<file path="config.mk">
export PLATFORM = sky130hd
export DESIGN_NAME = rotation_profile
export DESIGN_NICKNAME = d
export VERILOG_FILES = /design/src/rtl/rotation_profile.sv
export SDC_FILE = /design/constraint.sdc
export NUM_CORES = 1
export LEC_CHECK = 0
export CAP_MARGIN = 10
export CORE_MARGIN = 8
export CORE_UTILIZATION = 57
export DETAILED_ROUTE_END_ITERATION = 7
export PLACE_DENSITY_LB_ADDON = 0.25
export REMOVE_ABC_BUFFERS = 1
export SLEW_MARGIN = 5
export SYNTH_ARGS = -nofsm -noshare
export SYNTH_HDL_FRONTEND = slang
export SYNTH_SLANG_ARGS = --single-unit
</file>
<file path="constraint.sdc">
create_clock -name clock -period 3.3 [get_ports clock]
set_input_delay 0.825 -clock clock [delete_from_list [all_inputs] [get_ports clock]]
set_output_delay 0.825 -clock clock [all_outputs]
set_load 0.01 [all_outputs]
</file>
<file path="src/rtl/rotation_profile.sv">
// rotation_profile
// Turns the shortest-path delta stream into a ramped steering-motor command.
// It requests delta calculations and latches every result. The wheel then
// moves through accelerate, cruise and decelerate phases until the remaining
// delta is within tolerance. A progress watchdog flags a stalled wheel.
//
// Ports:
//   clock, reset_n  : main clock, asynchronous active-low reset
//   start_rotation  : one-cycle pulse, begins a move (honoured in IDLE only)
//   abort           : level, forces IDLE with the drive off (highest priority)
//   delta_angle     : shortest distance reported by the calculator
//   dir_shortest    : 1 = CCW, 0 = CW
//   calc_updated    : one-cycle pulse, delta_angle/dir_shortest are valid
//   enable_calc     : requests continuous calculation while a move is active
//   pwm_duty        : duty command to the PWM generator
//   pwm_dir         : direction command
//   pwm_enable      : motor drive enable
//   rotation_busy   : high in every state except IDLE and FAULT
//   rotation_done   : one-cycle completion pulse
//   stall_fault     : sticky stall flag, cleared only by abort
module rotation_profile #(
    parameter logic [7:0]  DUTY_MIN     = 8'd20,
    parameter logic [7:0]  DUTY_MAX     = 8'd200,
    parameter int          RAMP_DIV     = 16,
    parameter logic [11:0] DECEL_ZONE   = 12'd200,
    parameter logic [11:0] TOL          = 12'd8,
    parameter logic [23:0] STALL_CYCLES = 24'd5_000_000
) (
    input  logic        reset_n,
    input  logic        clock,
    input  logic        start_rotation,
    input  logic        abort,
    input  logic [11:0] delta_angle,
    input  logic        dir_shortest,
    input  logic        calc_updated,
    output logic        enable_calc,
    output logic [7:0]  pwm_duty,
    output logic        pwm_dir,
    output logic        pwm_enable,
    output logic        rotation_busy,
    output logic        rotation_done,
    output logic        stall_fault
);

    localparam int DIV_W = (RAMP_DIV > 2) ? $clog2(RAMP_DIV) : 1;
    localparam logic [DIV_W-1:0] DIV_LAST = DIV_W'(RAMP_DIV - 1);
    localparam logic [DIV_W-1:0] DIV_ZERO = {DIV_W{1'b0}};
    localparam logic [DIV_W-1:0] DIV_ONE  = DIV_W'(1);

    typedef enum logic [2:0] {
        S_IDLE      = 3'd0,
        S_WAIT_CALC = 3'd1,
        S_ACCEL     = 3'd2,
        S_CRUISE    = 3'd3,
        S_DECEL     = 3'd4,
        S_DONE      = 3'd5,
        S_FAULT     = 3'd6
    } state_t;

    state_t           state_r;
    state_t           state_s;
    logic [11:0]      delta_q_r;
    logic             dir_q_r;
    logic             upd_r;
    logic [DIV_W-1:0] div_r;
    logic [DIV_W-1:0] div_s;
    logic [23:0]      wd_r;
    logic [23:0]      wd_s;
    logic [23:0]      wd_inc_s;
    logic [7:0]       duty_s;
    logic             dir_s;
    logic             drive_s;
    logic             tick_s;
    logic             progress_s;
    logic             active_s;
    logic             moving_s;

    // States in which the calculator runs and the watchdog counts
    function automatic logic calc_state(input state_t s);
        return (s == S_WAIT_CALC) || (s == S_ACCEL) ||
               (s == S_CRUISE)    || (s == S_DECEL);
    endfunction

    // Next-state, duty profile and watchdog decisions
    always_comb begin
        state_s    = state_r;
        duty_s     = pwm_duty;
        dir_s      = pwm_dir;
        drive_s    = pwm_enable;
        div_s      = div_r;
        wd_s       = wd_r;
        wd_inc_s   = wd_r + 24'd1;
        tick_s     = (div_r == DIV_LAST);
        // Progress is judged against the previously latched delta, so it is
        // evaluated on the pulse itself rather than one cycle later.
        progress_s = calc_updated && (delta_angle < delta_q_r);
        active_s   = calc_state(state_r);
        moving_s   = (state_r == S_ACCEL) || (state_r == S_CRUISE) ||
                     (state_r == S_DECEL);

        if (abort) begin
            state_s = S_IDLE;
            duty_s  = 8'd0;
            drive_s = 1'b0;
            div_s   = DIV_ZERO;
            wd_s    = 24'd0;
        end else if (active_s && !progress_s && (wd_inc_s >= STALL_CYCLES)) begin
            state_s = S_FAULT;
            duty_s  = 8'd0;
            drive_s = 1'b0;
            div_s   = DIV_ZERO;
            wd_s    = 24'd0;
        end else begin
            if (active_s) begin
                wd_s = progress_s ? 24'd0 : wd_inc_s;
            end else begin
                wd_s = 24'd0;
            end
            div_s = tick_s ? DIV_ZERO : (div_r + DIV_ONE);

            // A fresh result pointing the other way means the wheel overshot:
            // reverse at minimum duty and decelerate into the target.
            if (moving_s && upd_r && (dir_q_r != pwm_dir)) begin
                dir_s = dir_q_r;
                if (delta_q_r <= TOL) begin
                    state_s = S_DONE;
                    duty_s  = 8'd0;
                    drive_s = 1'b0;
                end else begin
                    state_s = S_DECEL;
                    duty_s  = DUTY_MIN;
                    div_s   = DIV_ZERO;
                end
            end else begin
                case (state_r)
                    S_IDLE: begin
                        duty_s  = 8'd0;
                        drive_s = 1'b0;
                        if (start_rotation) begin
                            state_s = S_WAIT_CALC;
                        end else begin
                            state_s = S_IDLE;
                        end
                    end
                    S_WAIT_CALC: begin
                        if (upd_r) begin
                            if (delta_q_r <= TOL) begin
                                state_s = S_DONE;
                                duty_s  = 8'd0;
                                drive_s = 1'b0;
                            end else begin
                                state_s = S_ACCEL;
                                duty_s  = DUTY_MIN;
                                dir_s   = dir_q_r;
                                drive_s = 1'b1;
                                div_s   = DIV_ZERO;
                            end
                        end else begin
                            state_s = S_WAIT_CALC;
                        end
                    end
                    S_ACCEL: begin
                        // Zone entry beats a coincident ramp step.
                        if (delta_q_r < DECEL_ZONE) begin
                            state_s = S_DECEL;
                            div_s   = DIV_ZERO;
                        end else if (tick_s) begin
                            if (pwm_duty >= (DUTY_MAX - 8'd1)) begin
                                duty_s  = DUTY_MAX;
                                state_s = S_CRUISE;
                            end else begin
                                duty_s = pwm_duty + 8'd1;
                            end
                        end else if (pwm_duty >= DUTY_MAX) begin
                            duty_s  = DUTY_MAX;
                            state_s = S_CRUISE;
                        end else begin
                            state_s = S_ACCEL;
                        end
                    end
                    S_CRUISE: begin
                        duty_s = DUTY_MAX;
                        if (delta_q_r < DECEL_ZONE) begin
                            state_s = S_DECEL;
                            div_s   = DIV_ZERO;
                        end else begin
                            state_s = S_CRUISE;
                        end
                    end
                    S_DECEL: begin
                        if (delta_q_r <= TOL) begin
                            state_s = S_DONE;
                            duty_s  = 8'd0;
                            drive_s = 1'b0;
                        end else if (tick_s) begin
                            duty_s = (pwm_duty > DUTY_MIN) ? (pwm_duty - 8'd1) : DUTY_MIN;
                        end else begin
                            state_s = S_DECEL;
                        end
                    end
                    S_DONE: begin
                        state_s = S_IDLE;
                        duty_s  = 8'd0;
                        drive_s = 1'b0;
                    end
                    S_FAULT: begin
                        state_s = S_FAULT;
                        duty_s  = 8'd0;
                        drive_s = 1'b0;
                    end
                    default: begin
                        state_s = S_IDLE;
                        duty_s  = 8'd0;
                        drive_s = 1'b0;
                    end
                endcase
            end
        end
    end

    // State, latched calculator result, counters and registered outputs
    always_ff @(posedge clock or negedge reset_n) begin
        if (!reset_n) begin
            state_r       <= S_IDLE;
            delta_q_r     <= 12'hFFF;
            dir_q_r       <= 1'b0;
            upd_r         <= 1'b0;
            div_r         <= DIV_ZERO;
            wd_r          <= 24'd0;
            pwm_duty      <= 8'd0;
            pwm_dir       <= 1'b0;
            pwm_enable    <= 1'b0;
            enable_calc   <= 1'b0;
            rotation_busy <= 1'b0;
            rotation_done <= 1'b0;
            stall_fault   <= 1'b0;
        end else begin
            state_r <= state_s;
            div_r   <= div_s;
            wd_r    <= wd_s;
            upd_r   <= calc_updated;
            if (calc_updated) begin
                delta_q_r <= delta_angle;
                dir_q_r   <= dir_shortest;
            end
            pwm_duty      <= duty_s;
            pwm_dir       <= dir_s;
            pwm_enable    <= drive_s;
            enable_calc   <= calc_state(state_s);
            rotation_busy <= (state_s != S_IDLE) && (state_s != S_FAULT);
            rotation_done <= (state_s == S_DONE);
            stall_fault   <= (state_s == S_FAULT);
        end
    end

endmodule

</file>
Word-level counts from Yosys, hierarchy flattened
Index checks and enable logic that the tools add are counted.
{"block": "word_totals", "register_bits": 59, "inputBits": 18, "out_inout_bits": 14, "elab_cells": 120}
{"block": "classes", "addsub": 4, "order_cmp": 7, "n_eq_ne": 20, "n_mux": 51, "bitwise": 2, "reduce_logical": 23}
{"op": "two-way mux 24 bit", "count": 4}
{"op": "two-way mux 8 bit", "count": 11}
{"op": "two-way mux 3 bit", "count": 11}
{"op": "one-hot mux 8 bit (4 select lines)", "count": 1}
{"op": "two-way mux 4 bit", "count": 7}
{"op": "adder 24 x 1 -> 24 bit (second input constant)", "count": 1}
{"op": ">= comparator 24 x 23 -> 1 bit (second input constant)", "count": 1}
{"op": "one-hot mux 3 bit (6 select lines)", "count": 1}
{"op": ">= comparator 8 bit (second input constant)", "count": 2}
{"op": "== test 3 bit (second input constant)", "count": 5}
{"op": "two-way mux 1 bit", "count": 13}
{"op": "== test 3 x 2 -> 1 bit (second input constant)", "count": 4}
{"op": "<= comparator 12 x 4 -> 1 bit (second input constant)", "count": 1}
{"op": "less-than comparator 12 bit", "count": 1}
{"op": "less-than comparator 12 x 8 -> 1 bit (second input constant)", "count": 1}
{"op": "!= test 6 x 3 -> 1 bit (second input constant)", "count": 2}
{"op": "adder 8 x 1 -> 8 bit (second input constant)", "count": 1}
{"op": "> comparator 8 x 5 -> 1 bit (second input constant)", "count": 1}
{"op": "logical OR 1 bit", "count": 8}
{"op": "one-hot mux 4 bit (2 select lines)", "count": 1}
{"op": "subtractor 8 x 1 -> 8 bit (second input constant)", "count": 1}
{"op": "== test 3 x 1 -> 1 bit (second input constant)", "count": 2}
{"op": "logical AND 1 bit", "count": 6}
{"op": "two-way mux 5 bit", "count": 1}
{"op": "other kinds (18)", "count": 20}

Depth between registers and ports, before layout
Gate-level depths: netlist of the first run.
{"block": "logic_depth", "word_depth": 12, "ltp_mapped": 12, "ltp_nobuf": 10}

Worst setup path after synthesis of the first run
OpenSTA, ideal clock, no wires.
{"block": "synth_path", "kind": "reg-to-reg", "start": "register wd_r[0]", "end": "register pwm_dir", "t_arrival_ps": 2832, "required_ps": 3175, "setup_slack_ps": 343, "path_stages_with_launch": 11, "path_buffers": 1, "period_less_slack_ps": 2957, "path_cell_list": "dfrtp_1 -> ha_1 -> nand3_1 -> or4_1 -> clkbuf_2 -> nor4_2 -> nor3_1 -> a311oi_2 -> nor3_1 -> a2111oi_0 -> mux2_2"}
{"block": "synth_between", "elab_chain_cells": 5}
{"element": "from (decl)", "line": "67", "text": "logic [23:0] wd_r;"}
{"element": "from (signal assigned)", "line": "240", "text": "wd_r <= wd_s;"}
{"element": "adder 24 x 1 -> 24 bit", "line": "92", "text": "wd_inc_s = wd_r + 24'd1;"}
{"element": ">= comparator 24 x 23 -> 1 bit", "line": "107", "text": "end else if (active_s && !progress_s && (wd_inc_s >= STALL_CYCLES)) begin"}
{"element": "logical AND 1 bit", "line": "107"}
{"element": "inverter 1 bit (no line)"}
{"element": "AND reduction 5 bit (no line)"}
{"element": "to (signal assigned)", "line": "247", "text": "pwm_dir <= dir_s;"}
{"element": "to (decl)", "line": "38", "text": "output logic pwm_dir,"}
Every way passes these cells.
A chain may end at the register's enable or synchronous reset.

Worst setup path after layout of the first run
{"block": "layout_path", "start": "register wd_r[0]", "end": "register wd_r[7]"}
{"block": "layout_between", "elab_chain_cells": 5, "word_cells_on_any_way": 7, "classes_between": "add/sub: 1; order compare: 1; mux: 4; reduce/logical: 1"}
{"element": "adder 24 x 1 -> 24 bit *", "line": "92"}
{"element": ">= comparator 24 x 23 -> 1 bit / two-way mux 24 bit (equally long branches)", "line": "107, 115"}
{"element": "logical AND 1 bit / two-way mux 24 bit (equally long branches)", "line": "107, 114"}
{"element": "two-way mux 24 bit *", "line": "107"}
{"element": "two-way mux 24 bit *", "line": "101", "text": "if (abort) begin"}
{"element": "named net wd_s[7]", "line": "68", "text": "logic [23:0] wd_s;"}
Mark *: on every way through the listed nets, which the timed path passes. The rest lies on a longest branch.

==> flow_summary.html, run 1 <==
<table>
<tr><th>Metric</th><th>Value</th></tr>
<tr><th colspan="2">GRT</th></tr>
<tr><td>Maximum number of pins on one net before global-route repair</td><td>37</td></tr>
<tr><td>Wire length of the first global-routing pass</td><td>around 15 mm</td></tr>
<tr><td>Initial antenna violation count</td><td>0</td></tr>
<tr><td>Aggregate global routing overflow</td><td>0</td></tr>
<tr><td>Via count of the first global-routing pass</td><td>about 3400</td></tr>
<tr><td>GRT Resource Usage Total</td><td>0.188</td></tr>
<tr><th colspan="2">Yosys</th></tr>
<tr><td>Most frequent cells after synthesis</td><td>sky130_fd_sc_hd__nand2_1 (48), sky130_fd_sc_hd__dfrtp_1 (47), sky130_fd_sc_hd__nor2_1 (44), sky130_fd_sc_hd__o21ai_0 (38)</td></tr>
<tr><td>Share of flip-flops with an asynchronous set or reset</td><td>1.00</td></tr>
<tr><td>Flop and latch count out of synthesis</td><td>just under 60</td></tr>
<tr><td>Dominant synthesized flop cell</td><td>sky130_fd_sc_hd__dfrtp_1</td></tr>
<tr><td>Cell taking the most area after synthesis</td><td>sky130_fd_sc_hd__dfrtp_1</td></tr>
<tr><td>Post-synth EDFFs</td><td>0</td></tr>
<tr><td>Post-synthesis sequential area ratio</td><td>0.379</td></tr>
<tr><td>Mapped Cells</td><td>460</td></tr>
<tr><td>Most common cell in the synthesized netlist</td><td>sky130_fd_sc_hd__nand2_1</td></tr>
<tr><td>Netlist Area Pre-Place</td><td>~3900 µm²</td></tr>
<tr><td>Total of warnings raised by yosys</td><td>0</td></tr>
<tr><td>Mean Syn Cell Area</td><td>between 8 and 9 µm²</td></tr>
<tr><td>Dominant cells by area after synthesis</td><td>sky130_fd_sc_hd__dfrtp_1 (30%), sky130_fd_sc_hd__dfstp_2 (8.0%), sky130_fd_sc_hd__ha_1 (5.1%)</td></tr>
<tr><td>Area share of the largest cell type after synthesis</td><td>0.299</td></tr>
<tr><td>Netlist cell types</td><td>61</td></tr>
<tr><th colspan="2">STA</th></tr>
<tr><td>RSZ-0062 raised after global routing</td><td>true</td></tr>
<tr><td>Tightest slew margin relative to the limit</td><td>0.356</td></tr>
<tr><td>Share of the clock period used by the worst path</td><td>0.941</td></tr>
<tr><td>Clock Skew</td><td>roughly 0.0093 ns</td></tr>
<tr><td>Fin crit period</td><td>about 3.1 ns</td></tr>
<tr><td>Worst slack on hold paths</td><td>roughly 0.46 ns</td></tr>
<tr><td>Final hold vios</td><td>0</td></tr>
<tr><td>Final number of setup-violating endpoints</td><td>0</td></tr>
<tr><td>Transition time of the tightest slew-check pin</td><td>0.963 ns</td></tr>
<tr><td>Max Slew Vio Count</td><td>0</td></tr>
<tr><td>Fmax achieved</td><td>roughly 320 MHz</td></tr>
<tr><th colspan="2">CTS</th></tr>
<tr><td>Clock latency on the worst-skew pair</td><td>approximately 0.33 ns</td></tr>
<tr><td>CTS Root Buffer Type</td><td>sky130_fd_sc_hd__clkbuf_8</td></tr>
<tr><td>Post-CTS setup buffer count</td><td>0</td></tr>
<tr><td>Clock transition at path regs</td><td>around 0.070 ns</td></tr>
<tr><td>CTS tree</td><td>yes</td></tr>
<tr><td>Clock buffer count from CTS</td><td>9</td></tr>
<tr><td>Post-cts repair resize count</td><td>0</td></tr>
<tr><td>Total number of clock tree sinks</td><td>59</td></tr>
<tr><td>Buffer depth of the longest clock path</td><td>2</td></tr>
<tr><td>Htree depth</td><td>3</td></tr>
<tr><td>Hold buffer count at CTS</td><td>0</td></tr>
<tr><th colspan="2">Die</th></tr>
<tr><td>Number of top-level pins</td><td>32</td></tr>
<tr><td>Initial core utilization</td><td>0.583</td></tr>
<tr><td>Die extent in y</td><td>between 90 and 100 µm</td></tr>
<tr><td>Horizontal die dimension</td><td>around 100 µm</td></tr>
<tr><td>Total core area</td><td>6760 µm²</td></tr>
<tr><td>Floorplan row count</td><td>30</td></tr>
<tr><td>DIE AREA</td><td>approximately 10000 µm²</td></tr>
<tr><th colspan="2">Final layout</th></tr>
<tr><td>Synth-to-Final Area Change</td><td>17.6%</td></tr>
<tr><td>Share of post-route cells with drive strength above 1</td><td>0.136</td></tr>
<tr><td>Total number of nets in the final design</td><td>538</td></tr>
<tr><td>Fillcell total</td><td>555</td></tr>
<tr><td>Number of diodes added for antenna fixing</td><td>0</td></tr>
<tr><th colspan="2">Power and ir drop</th></tr>
<tr><td>Leak pwr</td><td>1.86 nW</td></tr>
<tr><td>Clock group share of total power</td><td>0.249</td></tr>
<tr><td>Cell-internal power</td><td>~0.0016 W</td></tr>
<tr><td>Part of the power in registers</td><td>0.367</td></tr>
<tr><td>Total power divided by cell area</td><td>roughly 560 nW/µm²</td></tr>
<tr><td>Highest ir drop seen on vdd</td><td>288 µV</td></tr>
<tr><td>Switching Power</td><td>0.000990 W</td></tr>
<tr><td>Gate power share</td><td>0.384</td></tr>
<tr><td>Proportion of total power due to net switching</td><td>0.380</td></tr>
<tr><td>Overall power</td><td>0.00260 W</td></tr>
<tr><th colspan="2">Critical path</th></tr>
<tr><td>Setup crit end kind</td><td>flip-flop</td></tr>
<tr><td>Crit Path Class</td><td>reg2reg</td></tr>
<tr><td>List of cells traversed by the critical path</td><td>buf_4 -&gt; and4_2 -&gt; or4_1 -&gt; a221oi_1 -&gt; o21ai_0 -&gt; a221oi_2 -&gt; a211oi_1 -&gt; or4b_1 -&gt; buf_6 -&gt; a21oi_1</td></tr>
<tr><td>Worst setup path start</td><td>wd_r[0]</td></tr>
<tr><td>Worst EP arrival</td><td>between 3 and 4 ns</td></tr>
<tr><td>Number of cells traversed by the worst register-to-register path</td><td>10</td></tr>
<tr><td>Slowest-stage cell, CP</td><td>sky130_fd_sc_hd__or4_1</td></tr>
<tr><td>Startpoint kind of the worst setup timing path</td><td>flip-flop</td></tr>
<tr><td>Worst r2r dst</td><td>wd_r[7]</td></tr>
<tr><td>Delay of the slowest cell on the worst path</td><td>approximately 0.52 ns</td></tr>
<tr><td>Setup slack on the worst flop-to-flop path</td><td>slightly below 0.2 ns</td></tr>
<tr><td>Worst-path fanout max</td><td>23</td></tr>
<tr><td>Worst r2r src</td><td>wd_r[0]</td></tr>
<tr><td>Critical path data required time</td><td>between 3 and 4 ns</td></tr>
<tr><th colspan="2">Detailed routing</th></tr>
<tr><td>DRC</td><td>0</td></tr>
<tr><td>ANT nets after route</td><td>0</td></tr>
<tr><td>Total wire length after detailed routing</td><td>between 8 and 9 mm</td></tr>
<tr><td>Total via count after detailed routing</td><td>about 3500</td></tr>
<tr><td>Detailed-routing iteration count for the pre-antenna-repair pass</td><td>5</td></tr>
<tr><td>Number of DRC markers after the initial detailed-route iteration</td><td>196</td></tr>
<tr><td>DR vias/cell</td><td>approximately 6.0</td></tr>
<tr><td>Detail-routed net length per standard cell</td><td>roughly 15 µm</td></tr>
<tr><th colspan="2">Placed design</th></tr>
<tr><td>Routability Congestion</td><td>roughly 0.89</td></tr>
<tr><td>Half-perimeter wire length after placement</td><td>6.53 mm</td></tr>
<tr><td>Number of I/O port buffers</td><td>31</td></tr>
<tr><th colspan="2">Min path</th></tr>
<tr><td>Hold worst-path end</td><td>wd_r[0]</td></tr>
<tr><td>Class of the tightest hold or removal check</td><td>reg2reg</td></tr>
<tr><td>WHS Path Cells</td><td>1</td></tr>
<tr><td>Launch instance of the worst min-delay path</td><td>wd_r[0]</td></tr>
<tr><th colspan="2">Run</th></tr>
<tr><td>Max-capacitance violation count</td><td>0</td></tr>
<tr><th colspan="2">Run status</th></tr>
<tr><td>Status</td><td>finished, final reports clean</td></tr>
</table>
-- cell usage in the layout, fill, tap and decap left out, types with 7 or more instances in the layout --
cell type / n
sky130_fd_sc_hd__nor2_1: 44
sky130_fd_sc_hd__xnor2_1: 18
sky130_fd_sc_hd__dfrtp_1: 47
sky130_fd_sc_hd__nor2b_1: 10
sky130_fd_sc_hd__o21ai_0: 38
sky130_fd_sc_hd__nand3_1: 16
sky130_fd_sc_hd__a21boi_0: 7
sky130_fd_sc_hd__clkdlybuf4s50_1: 30
sky130_fd_sc_hd__and2_1: 7
sky130_fd_sc_hd__nor3_1: 14
sky130_fd_sc_hd__inv_1: 22
sky130_fd_sc_hd__nand2_1: 48
sky130_fd_sc_hd__a21oi_1: 22
sky130_fd_sc_hd__buf_4: 25
sky130_fd_sc_hd__nor4_1: 11
sky130_fd_sc_hd__clkbuf_8: 9
sky130_fd_sc_hd__xor2_1: 14
sky130_fd_sc_hd__dfstp_2: 12
sky130_fd_sc_hd__and3_1: 9
sky130_fd_sc_hd__ha_1: 16
-- critical path: cells and delay by family, from the launching register on --
family	cells	cell delay, ns
DFF	1	0.40
buffers and inverters	2	0.36
AOI/OAI and AO/OA	5	0.97
and+or+nand+nor	3	1.31
-- metrics by stage --
stage | setup slack [ns] | instance area [µm²] | util | cells | TNS (ns)
6_report | 0.193 | 4630 | 0.685 | 589 | 0
5_1_grt | -0.0753 | 4630 | 0.685 | 589 | -0.0753
4_1_cts | 0.106 | 4620 | 0.684 | 589 | 0
3_5_place_dp | -0.157 | 4430 | 0.655 | 573 | -0.258
3_3_place_gp | -0.0436 | 4430 | 0.655 | 573 | -0.0469
2_1_floorplan | 0.227 | 3830 | - | 436 | 0
-- cells by family (layout without fill, tap and decap cells) --
group | after synthesis | after routing | synth area share
muxes | 6 | 6 | 0.0165
AOI/OAI and AO/OA | 106 | 106 | 0.176
buffers and inverters | 46 | 95 | 0.0493
DFF | 59 | 59 | 0.379
and+or+nand+nor | 194 | 194 | 0.256
adders and majority gates | 16 | 16 | 0.0508
other | 1 | 1 | 0.000952
xor gates and xnor gates | 32 | 32 | 0.0712
-- area by class of cell --
cell class	count	area, µm²	share of cell area
Clock buffer	9	124	0.0267
Clock inverter	7	68.8	0.0149
Inverter	22	82.6	0.0178
Multi-Input combinational cell	355	2260	0.488
Sequential cell	59	1490	0.322
Tap cell	80	100	0.0216
Timing Repair Buffer	57	504	0.109
-- power groups by stage --
stage          Combinational (W)  Clock (W)  Sequential (W)
4_1_cts                 0.000986   0.000657        0.000954
6_report                 0.00100   0.000648        0.000956
5_1_grt                  0.00110   0.000683        0.000972
3_3_place_gp            0.000959          0        0.000963
3_5_place_dp            0.000980          0        0.000965
2_1_floorplan           0.000607          0        0.000950
-- routing by layer --
layer	track usage	share of wire	vias up
met2	0.295	0.46	108
met3	0.0377	0.048	9
li1	-	-	1734
met4	0.0687	0.011	0
met5	0	0	-
met1	0.251	0.48	1657
-- worst max path at each step --
stage / endpoint / slack, ns
3_5_place_dp: pwm_dir / -0.16
5_1_grt: pwm_dir / -0.08
3_3_place_gp: pwm_dir / -0.04
6_report: wd_r[7] / 0.19
2_1_floorplan: wd_r[7] / 0.23
4_1_cts: wd_r[18] / 0.11
-- flip-flops by register name, summed over array words and instances, names as in the netlist --
| register | flops |
|---|---|
| state_r | 3 |
| div_r | 4 |
| wd_r | 24 |
| upd_r | 1 |
| rotation_done | 1 |
| delta_q_r | 12 |
| pwm_dir | 1 |
| pwm_enable | 1 |
| rotation_busy | 1 |
| dir_q_r | 1 |
| pwm_duty | 8 |
| enable_calc | 1 |
| stall_fault | 1 |
No activity file was read; power rests on OpenSTA's default activity.
==> run 2: changes to the inputs <==
CTS_CLUSTER_SIZE = 12   (was default)
==> results of run 2 <==
Same layout as run 1: the final DEF is identical, and so are final timing and power.
